## config.mk

```make
export PLATFORM = sky130hd
export DESIGN_NAME = pc_fetch_unit
export DESIGN_NICKNAME = d
export VERILOG_FILES = /design/src/rtl/pc_fetch_unit.sv
export SDC_FILE = /design/constraint.sdc
export NUM_CORES = 1
export LEC_CHECK = 0
export CORE_MARGIN = 2
export CORE_UTILIZATION = 49
export DETAILED_ROUTE_END_ITERATION = 10
export GPL_TIMING_DRIVEN = 0
export PLACE_DENSITY = 0.81
export SLEW_MARGIN = 20
export SYNTH_ARGS = -nofsm -noshare
export SYNTH_HDL_FRONTEND = slang
export SYNTH_SLANG_ARGS = --single-unit
```

## constraint.sdc

```tcl
create_clock -name clk -period 5.1 [get_ports clk]
set_input_delay 0.51 -clock clk [delete_from_list [all_inputs] [get_ports clk]]
set_output_delay 0.51 -clock clk [all_outputs]
set_load 0.005 [all_outputs]
```

## src/rtl/pc_fetch_unit.sv

```systemverilog
// pc_fetch_unit: instruction-fetch front end. Owns the architectural PC, keeps at
// most one instruction-memory read outstanding, and buffers returned words with
// their PC in a DEPTH-entry FIFO toward decode. Redirects (PCSrc) flush the
// buffer and discard any in-flight response.
// Optional feature macro: MISALIGN_TRAP_EN (misaligned redirect target traps to
// a halted state instead of being silently word-aligned).
module pc_fetch_unit #(
    parameter logic [31:0] RESET_PC = 32'h0000_0000,
    parameter int unsigned DEPTH    = 2
) (
    input  logic        clk,
    input  logic        reset,
    input  logic        PCSrc,
    input  logic [31:0] PCTarget,
    output logic        imem_req,
    output logic [31:0] imem_addr,
    input  logic        imem_ack,
    input  logic [31:0] imem_rdata,
    output logic        instr_valid,
    input  logic        instr_ready,
    output logic [31:0] instr_data,
    output logic [31:0] instr_pc,
    output logic [31:0] instr_pc_plus4,
    output logic [31:0] pc,
    output logic        misalign_err
);

    localparam int unsigned PW = (DEPTH > 1) ? $clog2(DEPTH) : 1;
    localparam int unsigned CW = PW + 1;
    localparam logic [CW-1:0] DEPTH_C = CW'(DEPTH);

`ifdef MISALIGN_TRAP_EN
    typedef enum logic [1:0] {S_IDLE, S_REQ, S_DRAIN, S_HALT} state_t;
`else
    typedef enum logic [1:0] {S_IDLE, S_REQ, S_DRAIN} state_t;
`endif

    state_t        r_state;
    state_t        w_state_next;
    logic [31:0]   r_pc;
    logic [31:0]   w_pc_next;
    logic [31:0]   r_addr;
    logic [31:0]   w_target;
    logic [CW-1:0] r_count;
    logic [CW-1:0] w_count_next;
    logic [PW-1:0] r_wptr;
    logic [PW-1:0] r_rptr;
    logic          r_valid;
    logic          w_push;
    logic          w_pop;
    logic          w_load_addr;
    logic [31:0]   r_buf_data [DEPTH];
    logic [31:0]   r_buf_pc   [DEPTH];

`ifdef MISALIGN_TRAP_EN
    logic r_misalign;
    logic w_misalign_hit;
    logic w_halt;

    assign w_misalign_hit = PCSrc & (PCTarget[1:0] != 2'b00);
    assign w_halt         = r_misalign | w_misalign_hit;
    assign w_target       = PCTarget;
`else
    assign w_target       = PCTarget & 32'hFFFF_FFFC;
`endif

    // Buffer occupancy and PC update: a redirect overrides any same-cycle push or pop.
    always_comb begin
        w_push = (r_state == S_REQ) & imem_ack & ~PCSrc;
        w_pop  = r_valid & instr_ready;
        if (PCSrc) begin
            w_count_next = '0;
            w_pc_next    = w_target;
        end else begin
            w_count_next = r_count + CW'(w_push) - CW'(w_pop);
            w_pc_next    = w_push ? (r_pc + 32'd4) : r_pc;
        end
    end

    // Next-state decode; every entry into REQ latches the new fetch address from w_pc_next.
    always_comb begin
        w_state_next = r_state;
        w_load_addr  = 1'b0;
        case (r_state)
            S_IDLE: begin
                if (w_count_next < DEPTH_C) begin
                    w_state_next = S_REQ;
                    w_load_addr  = 1'b1;
                end
            end
            S_REQ: begin
                if (imem_ack) begin
                    if (w_count_next < DEPTH_C) begin
                        w_state_next = S_REQ;
                        w_load_addr  = 1'b1;
                    end else begin
                        w_state_next = S_IDLE;
                    end
                end else if (PCSrc) begin
                    w_state_next = S_DRAIN;
                end
            end
            S_DRAIN: begin
                if (imem_ack) begin
                    w_state_next = S_REQ;
                    w_load_addr  = 1'b1;
                end
            end
            default: w_state_next = r_state;
        endcase
`ifdef MISALIGN_TRAP_EN
        // Halt overrides the normal decode, but only once no response is still owed.
        if (w_halt && (r_state == S_IDLE || r_state == S_HALT || imem_ack)) begin
            w_state_next = S_HALT;
            w_load_addr  = 1'b0;
        end
`endif
    end

    // FSM state register.
    always_ff @(posedge clk) begin
        if (reset) begin
            r_state <= S_IDLE;
        end else begin
            r_state <= w_state_next;
        end
    end

    // PC, fetch address, occupancy and FIFO pointers.
    always_ff @(posedge clk) begin
        if (reset) begin
            r_pc    <= RESET_PC;
            r_addr  <= RESET_PC;
            r_count <= '0;
            r_valid <= 1'b0;
            r_wptr  <= '0;
            r_rptr  <= '0;
        end else begin
            r_pc    <= w_pc_next;
            r_count <= w_count_next;
            r_valid <= (w_count_next != '0);
            if (w_load_addr) begin
                r_addr <= w_pc_next;
            end
            if (PCSrc) begin
                r_wptr <= '0;
                r_rptr <= '0;
            end else begin
                if (w_push) begin
                    r_wptr <= r_wptr + PW'(1);
                end
                if (w_pop) begin
                    r_rptr <= r_rptr + PW'(1);
                end
            end
        end
    end

    // Instruction buffer storage; contents are don't-care while count is zero.
    always_ff @(posedge clk) begin
        if (!reset && w_push) begin
            r_buf_data[r_wptr] <= imem_rdata;
            r_buf_pc[r_wptr]   <= r_addr;
        end
    end

`ifdef MISALIGN_TRAP_EN
    // Sticky misaligned-redirect flag, cleared only by reset.
    always_ff @(posedge clk) begin
        if (reset) begin
            r_misalign <= 1'b0;
        end else if (w_misalign_hit) begin
            r_misalign <= 1'b1;
        end
    end

    assign misalign_err = r_misalign;
`else
    assign misalign_err = 1'b0;
`endif

    assign imem_req       = (r_state == S_REQ) || (r_state == S_DRAIN);
    assign imem_addr      = r_addr;
    assign instr_valid    = r_valid;
    assign instr_data     = r_buf_data[r_rptr];
    assign instr_pc       = r_buf_pc[r_rptr];
    assign instr_pc_plus4 = instr_pc + 32'd4;
    assign pc             = r_pc;

endmodule

```

==> results.yml, run 1 <==
outcome:
  status: "complete, no violations"
grt:
  grt.total_usage_pct: 24.0
  antenna_found_initial: 0
  grt_pass1_vias: 6251
  grt_first_pass_wirelength_um: 33900
  grt_max_degree: 40
  overflow: 0
critical_path:
  critPathSlowestCell: "clkdlybuf4s50_1"
  rr_worst_depth: 14
  path_class: "reg2out"
  r2r_start: "r_state[1]"
  crit_end: "instr_pc_plus4[18]"
  rrSetupSlack_ns: 1.39
  crit_path_start_kind: "flip-flop"
  crit_path_cell_trace: "buf_2 -> clkbuf_4 -> buf_2 -> mux2i_1 -> inv_1 -> ha_1 -> inv_1 -> a221oi_2 -> nand4_1 -> buf_4 -> a211oi_1 -> xnor2_1 -> clkdlybuf4s50_1"
  crit_fanout: 28
  cp.required_ns: 4.59
  end_kind: "output pin"
  arrival_ns: 4.05
  slowest_delay_ns: 0.56
  r2r-end: "imem_addr[19]"
final_layout:
  diodes: 0
  drive_above_1_share_pct: 11.0
  syn2layout_area_growth_pct: 37.6
  stdcell_count: 1180
  fin_area_um2: 11900
  fin_nets: 1019
route:
  final_antenna_net_count: 0
  first_pass_iters: 5
  wirelength_um: 22400
  vias: 6489
  wl_per_cell_um: 19.0
  drc_errors: 0
  viasPerCell: 5.50
  drt_iter0_drc: 436
floorplanning:
  die_area_um2: 18700
  io_pins: 232
  die_h_um: 137
  start_util_pct: 50.1
  coreArea_um2: 17200
  die_w_um: 137
  rows: 48
timing:
  worstMarginPinSlew_ns: 0.914
  fin_skew_ns: 0.0114
  fmax_ghz: 0.220
  period_minus_slack_ns: 4.56
  slew_headroom_pct: 38.7
  maxSlewViolCount: 0
  finalCritPeriodShare_pct: 89.3
  setup_viol: 0
  tns_ns: 0
  timing.final.ws_setup_ns: 0.545
  rsz0062_at_grt: "no"
  timing_hold_violations_final: 0
clocking:
  cts_sinks: 200
  cts_buffer_depth: 2
  cts_made_buffers: 17
  htreeDepth: 4
  clk-insertion-delay-late_ns: 0.43
  clk_pin_slew_ns: 0.07
  root_buffer: "clkbuf_16"
  cts_tree: "yes"
  hold_buffers: 0
synth:
  ys_top_cells_by_area: "edfxtp_1 45%, dfxtp_1 17%, mux2_2 6.0%, mux2i_1 3.2%, nor3_1 2.4%"
  synth_cell_type_count: 54
  synth-edff-count: 128
  avgSynthCellArea_um2: 12.4
  syn_inst: 694
  synthTopCellsByCount: "128 x edfxtp_1, 72 x dfxtp_1, 46 x mux2_2, 46 x nor2_1, 42 x nor3_1"
  ys_seq_area_share_pct: 61.3
  syn_area_um2: 8630
  synth_top_area_cell: "edfxtp_1"
  ys.flop_type: "edfxtp_1"
  synthArstFlopShare_pct: 0
  syn_nets: 771
  yosysMostFrequentCell: "edfxtp_1"
  synth-seq-cells: 200
  synth_top_area_share_pct: 44.6
  yosys_warnings: 0
power_and_ir_drop:
  p_total_uw: 3590
  p_int_uw: 2780
  pwr-share-comb_pct: 11.0
  peakVddDrop_v: 0.000254
  p_per_area_nw_per_um2: 303
  netSwitchingFraction_pct: 22.7
  p_leak_uw: 0.00411
  p_clk_share_pct: 37.3
  p_sw_uw: 815
  pwr-share-seq_pct: 51.7
placed_design:
  dpl.cell_count: 1149
  place_congestion: 0.879
  hpwl_um: 16800
  place_ws_ns: -0.236
  io_buffers: 226
  place_area_um2: 11300
min_path:
  hold_class: "in2reg"
run:
  maxCapViolations: 0
==> final cells by class <==
| class | count | area, um2 |
|---|---|---|
| clock inverters | 13 | 155 |
| clock buffers | 19 | 433 |
| fillers | 1303 | 5370 |
| well taps | 225 | 282 |
| repair buffers | 231 | 2360 |
| multi-input cells | 426 | 3060 |
| flip-flops and latches | 200 | 5290 |
| inverters | 32 | 120 |
| plain buffers | 34 | 168 |
==> flip-flops by register name (all words and copies together), names as in the netlist, named ones only <==
signal	cells
r_wptr	1
r_buf_data	64
r_count	2
imem_addr	32
r_buf_pc	64
r_state	2
pc	32
r_rptr	1
instr_valid	1
==> worst min-delay path by stage <==
stage                 startpoint              to  slack, ns  depth (start not counted)
CTS                        PCSrc      r_count[1]       0.43                          3
floorplan           imem_addr[2]  r_buf_pc[0][2]       0.47                          0
detailed placement  imem_addr[0]  r_buf_pc[0][0]       0.48                          0
global placement    imem_addr[1]  r_buf_pc[0][1]       0.47                          0
finish                     PCSrc      r_count[1]       0.45                          3
global route               PCSrc      r_count[1]       0.43                          3
==> what timing repair did <==
| action | CTS | global route |
|---|---|---|
| pin swaps | 0 | 1 |
| gates resized for setup | 0 | 1 |
| gates cloned | 0 | 0 |
| buffers inserted | 0 | 1 |
| setup endpoints to repair | 9 | 5 |
==> routing by layer <==
layer / up-vias / GRT usage [%] / share of wire (%)
met1: 3148 / 31.0 / 42
met2: 248 / 40.3 / 49
met4: 0 / 8.28 / 1.7
met3: 24 / 5.11 / 7.7
met5: - / 0 / 0
li1: 3069 / - / -
==> layout by cell type, fill, tap and decap left out, types with 10 or more instances in the layout <==
cell type,synthesis,final
nor4_1,19,19
xor2_1,17,17
o2bb2ai_1,20,20
mux2i_1,28,28
dfxtp_1,72,72
xnor2_1,24,24
nor3_1,42,42
edfxtp_1,128,128
nand3_1,23,23
o31a_1,11,11
nor2_1,46,45
nand2_1,32,32
mux2_2,46,46
clkbuf_16,0,17
clkdlybuf4s50_1,0,226
inv_1,31,31
o21ai_0,19,19
clkbuf_1,19,20
nand4_1,10,10
==> worst max-delay path: cells and delay by family (launching register included) <==
kind,cells,cell delay [ns]
AND/OR/NAND/NOR,1,0.15
multiplexers,1,0.15
adder cells (fa/ha/maj),1,0.19
XOR/XNOR,1,0.15
AO/OA/AOI/OAI,2,0.71
flip-flops,1,0.31
buffers and inverters,7,1.94
==> cell families after synthesis <==
family	share of synthesized area (%)
AOI/OAI and AO/OA	7.69
xor gates and xnor gates	4.42
adders and majority gates	1.16
buffers and inverters	3.39
DFF	61.3
muxes	9.25
other	0.0435
and+or+nand+nor	12.8
==> power by group through the flow <==
stage / clock, uW / sequential (uW) / combinational, uW
6_report: 1340 / 1860 / 395
5_1_grt: 1430 / 1870 / 425
4_1_cts: 1360 / 1860 / 396
3_5_place_dp: 0 / 1890 / 393
3_3_place_gp: 0 / 1890 / 381
2_1_floorplan: 0 / 1870 / 152
==> through the flow <==
stage               hold slack (ns)  util, %
floorplan                     0.470        -
global placement              0.473     64.8
detailed placement            0.479     65.4
CTS                           0.430     68.8
global route                  0.430     68.9
finish                        0.446     68.9
Power figures use the tool's default switching activity.
==> run 2, diff against run 1 <==
- clock period: 5.1 -> 5.2 ns (I/O delays scaled with it)
==> results.yml, run 2 (same netlist as run 1, synthesis figures left out) <==
route:
  viasPerCell: 5.54
  wl_per_cell_um: 19.0
  drc_errors: 0
  first_pass_iters: 5
  final_antenna_net_count: 0
  vias: 6528
  drt_iter0_drc: 430
  wirelength_um: 22400
floorplanning:
  die_area_um2: 18700
  rows: 48
  coreArea_um2: 17200
  start_util_pct: 50.1
  die_h_um: 137
  die_w_um: 137
  io_pins: 232
clocking:
  htreeDepth: 4
  cts_setup_buffers: 0
  cts_made_buffers: 17
  clk_pin_slew_ns: 0.07
  root_buffer: "clkbuf_16"
  cts_sinks: 200
  hold_buffers: 0
  cts_buffer_depth: 2
  clk-insertion-delay-late_ns: 0.43
  cts_tree: "yes"
final_layout:
  fillCellCount: 1302
  top_regs: "r_buf_data: 64 flops, r_buf_pc: 64 flops"
  layout_commonest_cell: "clkdlybuf4s50_1"
  fin_util_pct: 68.8
  syn2layout_area_growth_pct: 37.5
  drive_above_1_share_pct: 10.9
  diodes: 0
  final_cell_mix: "226 x clkdlybuf4s50_1, 128 x edfxtp_1, 72 x dfxtp_1"
  fin_nets: 1018
critical_path:
  r2r_start: "r_state[1]"
  rr_worst_depth: 14
  slowest_delay_ns: 0.56
  critPathSlowestCell: "clkdlybuf4s50_1"
  crit_fanout: 28
  end_kind: "output pin"
  crit_path_cell_trace: "buf_2 -> clkbuf_4 -> buf_2 -> mux2i_1 -> inv_1 -> ha_1 -> inv_1 -> a221oi_2 -> nand4_1 -> a211oi_1 -> xnor2_1 -> clkdlybuf4s50_1"
  cp.required_ns: 4.68
  r2r-end: "imem_addr[19]"
  arrival_ns: 4.26
  crit_path_start_kind: "flip-flop"
  path_class: "reg2out"
  rrSetupSlack_ns: 1.45
timing:
  fin_skew_ns: 0.0128
  maxSlewViolCount: 0
  fmax_ghz: 0.209
  worstMarginPinSlew_ns: 0.905
  finalCritPeriodShare_pct: 91.9
  setup_viol: 0
  timing_hold_violations_final: 0
  rsz0062_at_grt: "no"
  slew_headroom_pct: 39.3
  period_minus_slack_ns: 4.78
  timing.final.ws_setup_ns: 0.421
placed_design:
  place_congestion: 0.879
  io_buffers: 226
  hpwl_um: 16800
  place_ws_ns: -0.146
min_path:
  hold_path_end: "r_count[1]"
  holdPathStages: 3
  hold_class: "in2reg"
  hold_start: "PCSrc"
grt:
  overflow: 0
  grt_pass1_vias: 6251
  grt.total_usage_pct: 24.0
  antenna_found_initial: 0
  grt_max_degree: 40
  grt_first_pass_wirelength_um: 33900
run:
  maxCapViolations: 0
power_and_ir_drop:
  p_clk_share_pct: 37.4
  pwr-share-seq_pct: 51.7
  p_leak_uw: 0.00411
  pwr-share-comb_pct: 11.0
  p_int_uw: 2730
  p_sw_uw: 800
  peakVddDrop_v: 0.000250
  p_per_area_nw_per_um2: 297
  netSwitchingFraction_pct: 22.7
outcome:
  status: "complete, no violations"
## run 2: changes by cell type in the layout (fill, tap and decap cells not counted)
cell / delta
buf_4: -1
## run 2: through the flow
step           hold WS (ns)  std cells  area (um2)  total power, uW  TNS (ns)
2_1_floorplan         0.470        694        8630             1990         0
3_3_place_gp          0.473       1145       11200             2230    -61.93
3_5_place_dp          0.479       1149       11300             2240    -0.312
4_1_cts               0.440       1179       11900             3540         0
5_1_grt               0.440       1179       11900             3650         0
6_report              0.452       1179       11900             3530         0
## run 2: layout make-up
cell class | instances | area, um2 | share of cell area [%]
timing repair buffer | 230 | 2360 | 19.9
clock buffer | 19 | 433 | 3.65
buffer | 34 | 168 | 1.41
clock inverter | 13 | 155 | 1.31
sequential | 200 | 5290 | 44.6
tap | 225 | 282 | 2.37
multi-input combinational | 426 | 3060 | 25.8
inverter | 32 | 120 | 1.01
## run 2: critical path: cells and delay by family, from the launching register on
kind                     cells  cell delay (ns)
multiplexers                 1             0.15
buffers and inverters        6             1.75
AND/OR/NAND/NOR              1             0.42
AO/OA/AOI/OAI                2             0.83
flip-flops                   1             0.31
adder cells (fa/ha/maj)      1             0.19
XOR/XNOR                     1             0.15
## run 2: per-layer routing
layer,vias up,wire length [um],GRT usage [%],share of wire [%]
met5,-,0,0,0
met3,24,1710,5.11,7.6
met4,0,391,8.28,1.7
met1,3172,9360,31.0,42
li1,3073,-,-,-
met2,259,11000,40.3,49
## run 2: worst max path at each step
stage	startpoint	end	cells past startpoint
after CTS	flip-flop	instr_pc_plus4[18]	12
after detailed placement	flip-flop	instr_pc_plus4[18]	14
after global placement	imem_ack	r_buf_data[0][7]	5
after floorplan	r_state[1]	r_buf_data[0][0]	6
after global routing	flip-flop	instr_pc_plus4[18]	12
final	flip-flop	instr_pc_plus4[18]	12
## run 2: power groups by stage
stage | clock (uW) | sequential, uW | combinational (uW)
2_1_floorplan | 0 | 1840 | 149
3_3_place_gp | 0 | 1850 | 374
3_5_place_dp | 0 | 1860 | 386
4_1_cts | 1330 | 1820 | 388
5_1_grt | 1400 | 1830 | 417
6_report | 1320 | 1820 | 387
## run 2: repair_timing
action                     4_1_cts  5_1_grt
resized for setup                0        1
setup endpoints to repair        8        5
gates cloned                     0        0
==> run 3, diff against run 2 <==
- CORE_UTILIZATION: 49 -> 50
- CTS_BUF_LIST: default -> sky130_fd_sc_hd__clkbuf_8
- CTS_CLUSTER_DIAMETER: default -> 50
- GPL_ROUTABILITY_DRIVEN: default -> 1
- PLACE_DENSITY: 0.81 -> 0.82
==> results.yml, run 3 (same netlist as run 1, synthesis figures left out) <==
final_layout:
  diodes: 0
  drive_above_1_share_pct: 11.3
  layout_commonest_cell: "clkdlybuf4s50_1"
  fillCellCount: 1253
  top_regs: "r_buf_data: 64 flops, r_buf_pc: 64 flops"
  fin_nets: 1018
  final_cell_mix: "226 x clkdlybuf4s50_1, 128 x edfxtp_1, 72 x dfxtp_1"
  fin_area_um2: 11700
  stdcell_count: 1179
  syn2layout_area_growth_pct: 35.8
clocking:
  cts_resized: 0
  hold_buffers: 0
  cts_buffer_depth: 2
  clk-insertion-delay-late_ns: 0.47
  cts_tree: "yes"
  htreeDepth: 4
  cts_made_buffers: 17
  root_buffer: "clkbuf_8"
  cts_sinks: 200
  cts_setup_buffers: 0
  clk_pin_slew_ns: 0.10
route:
  first_pass_iters: 6
  final_antenna_net_count: 0
  drc_errors: 0
  drt_iter0_drc: 387
  wirelength_um: 22100
  viasPerCell: 5.53
  vias: 6521
  wl_per_cell_um: 18.7
critical_path:
  end_kind: "output pin"
  crit_path_start_kind: "flip-flop"
  slowest_delay_ns: 0.57
  path_class: "reg2out"
  rr_worst_depth: 13
  cp.depth: 12
  r2r-end: "imem_addr[19]"
  r2r_start: "r_state[0]"
  crit_end: "instr_pc_plus4[18]"
  arrival_ns: 4.30
  crit_path_cell_trace: "buf_2 -> clkbuf_4 -> buf_2 -> mux2i_1 -> inv_1 -> ha_1 -> inv_1 -> a221oi_2 -> nand4_1 -> a211oi_1 -> xnor2_1 -> clkdlybuf4s50_1"
  critPathSlowestCell: "clkdlybuf4s50_1"
  crit_fanout: 28
  rrSetupSlack_ns: 1.44
  crit_buf_inv: 6
  cp.required_ns: 4.68
  path_delay_family: "buffers and inverters"
timing:
  maxSlewViolCount: 0
  rsz0062_at_grt: "no"
  fmax_ghz: 0.208
  fin_skew_ns: 0.0184
  timing.final.ws_setup_ns: 0.382
  worstMarginPinSlew_ns: 0.884
  period_minus_slack_ns: 4.82
  setup_viol: 0
  slew_headroom_pct: 40.7
  timing_hold_violations_final: 0
  finalCritPeriodShare_pct: 92.7
  tns_ns: 0
placed_design:
  place_congestion: 0.854
  place_ws_ns: -0.171
  hpwl_um: 16600
  place_area_um2: 11300
  io_buffers: 226
  dpl.cell_count: 1149
floorplanning:
  io_pins: 232
  die_w_um: 135
  coreArea_um2: 17100
  die_area_um2: 18300
  rows: 48
  start_util_pct: 50.6
  die_h_um: 135
power_and_ir_drop:
  p_total_uw: 3270
  peakVddDrop_v: 0.000171
  p_leak_uw: 0.00407
  p_per_area_nw_per_um2: 279
min_path:
  hold_class: "in2reg"
  hold_start: "PCSrc"
run:
  maxCapViolations: 0
grt:
  grt.total_usage_pct: 23.8
  antenna_found_initial: 0
  overflow: 0
  grt_first_pass_wirelength_um: 33300
  grt_pass1_vias: 6228
  grt_max_degree: 47
outcome:
  status: "complete, no violations"
[run 3: stage by stage]
step           util [%]  hold WS, ns
6_report           68.7        0.412
5_1_grt            68.7        0.388
4_1_cts            68.7        0.374
3_5_place_dp       66.2        0.479
3_3_place_gp       65.5        0.466
2_1_floorplan         -        0.470
[run 3: how the worst min path moves through the flow]
stage | endpoint | slack (ns) | cells past startpoint
detailed placement | r_buf_pc[1][2] | 0.48 | 0
global placement | r_buf_pc[0][5] | 0.47 | 0
CTS | r_count[1] | 0.37 | 3
floorplan | r_buf_pc[0][2] | 0.47 | 0
global route | r_count[1] | 0.39 | 3
finish | r_count[1] | 0.41 | 3
[run 3: where the power goes]
part / internal (uW) / total, uW / switching [uW]
Combinational: 219 / 387 / 168
Sequential: 1750 / 1820 / 67.0
Clock: 502 / 1060 / 555
Total: 2480 / 3270 / 790
[run 3: area by class of cell]
class / instances / area (um2) / area share (%)
flip-flops and latches: 200 / 5290 / 45.1
multi-input cells: 426 / 3060 / 26.1
repair buffers: 230 / 2370 / 20.2
well taps: 225 / 282 / 2.40
clock buffers: 18 / 248 / 2.11
clock inverters: 14 / 181 / 1.55
plain buffers: 34 / 168 / 1.43
inverters: 32 / 120 / 1.03
[run 3: worst min-delay path, cell delays in order]
cell and delay [ns]:
buf_6 0.12, or2_2 0.14, nor2_1 0.05
[run 3: routing by layer]
metal  GRT usage [%]  vias up  routed length, um
met3            4.56       34               1480
met4            9.49        0                549
li1                -     3075                  -
met5               0        -                  0
met1            31.1     3154               9430
met2            39.5      258              10600
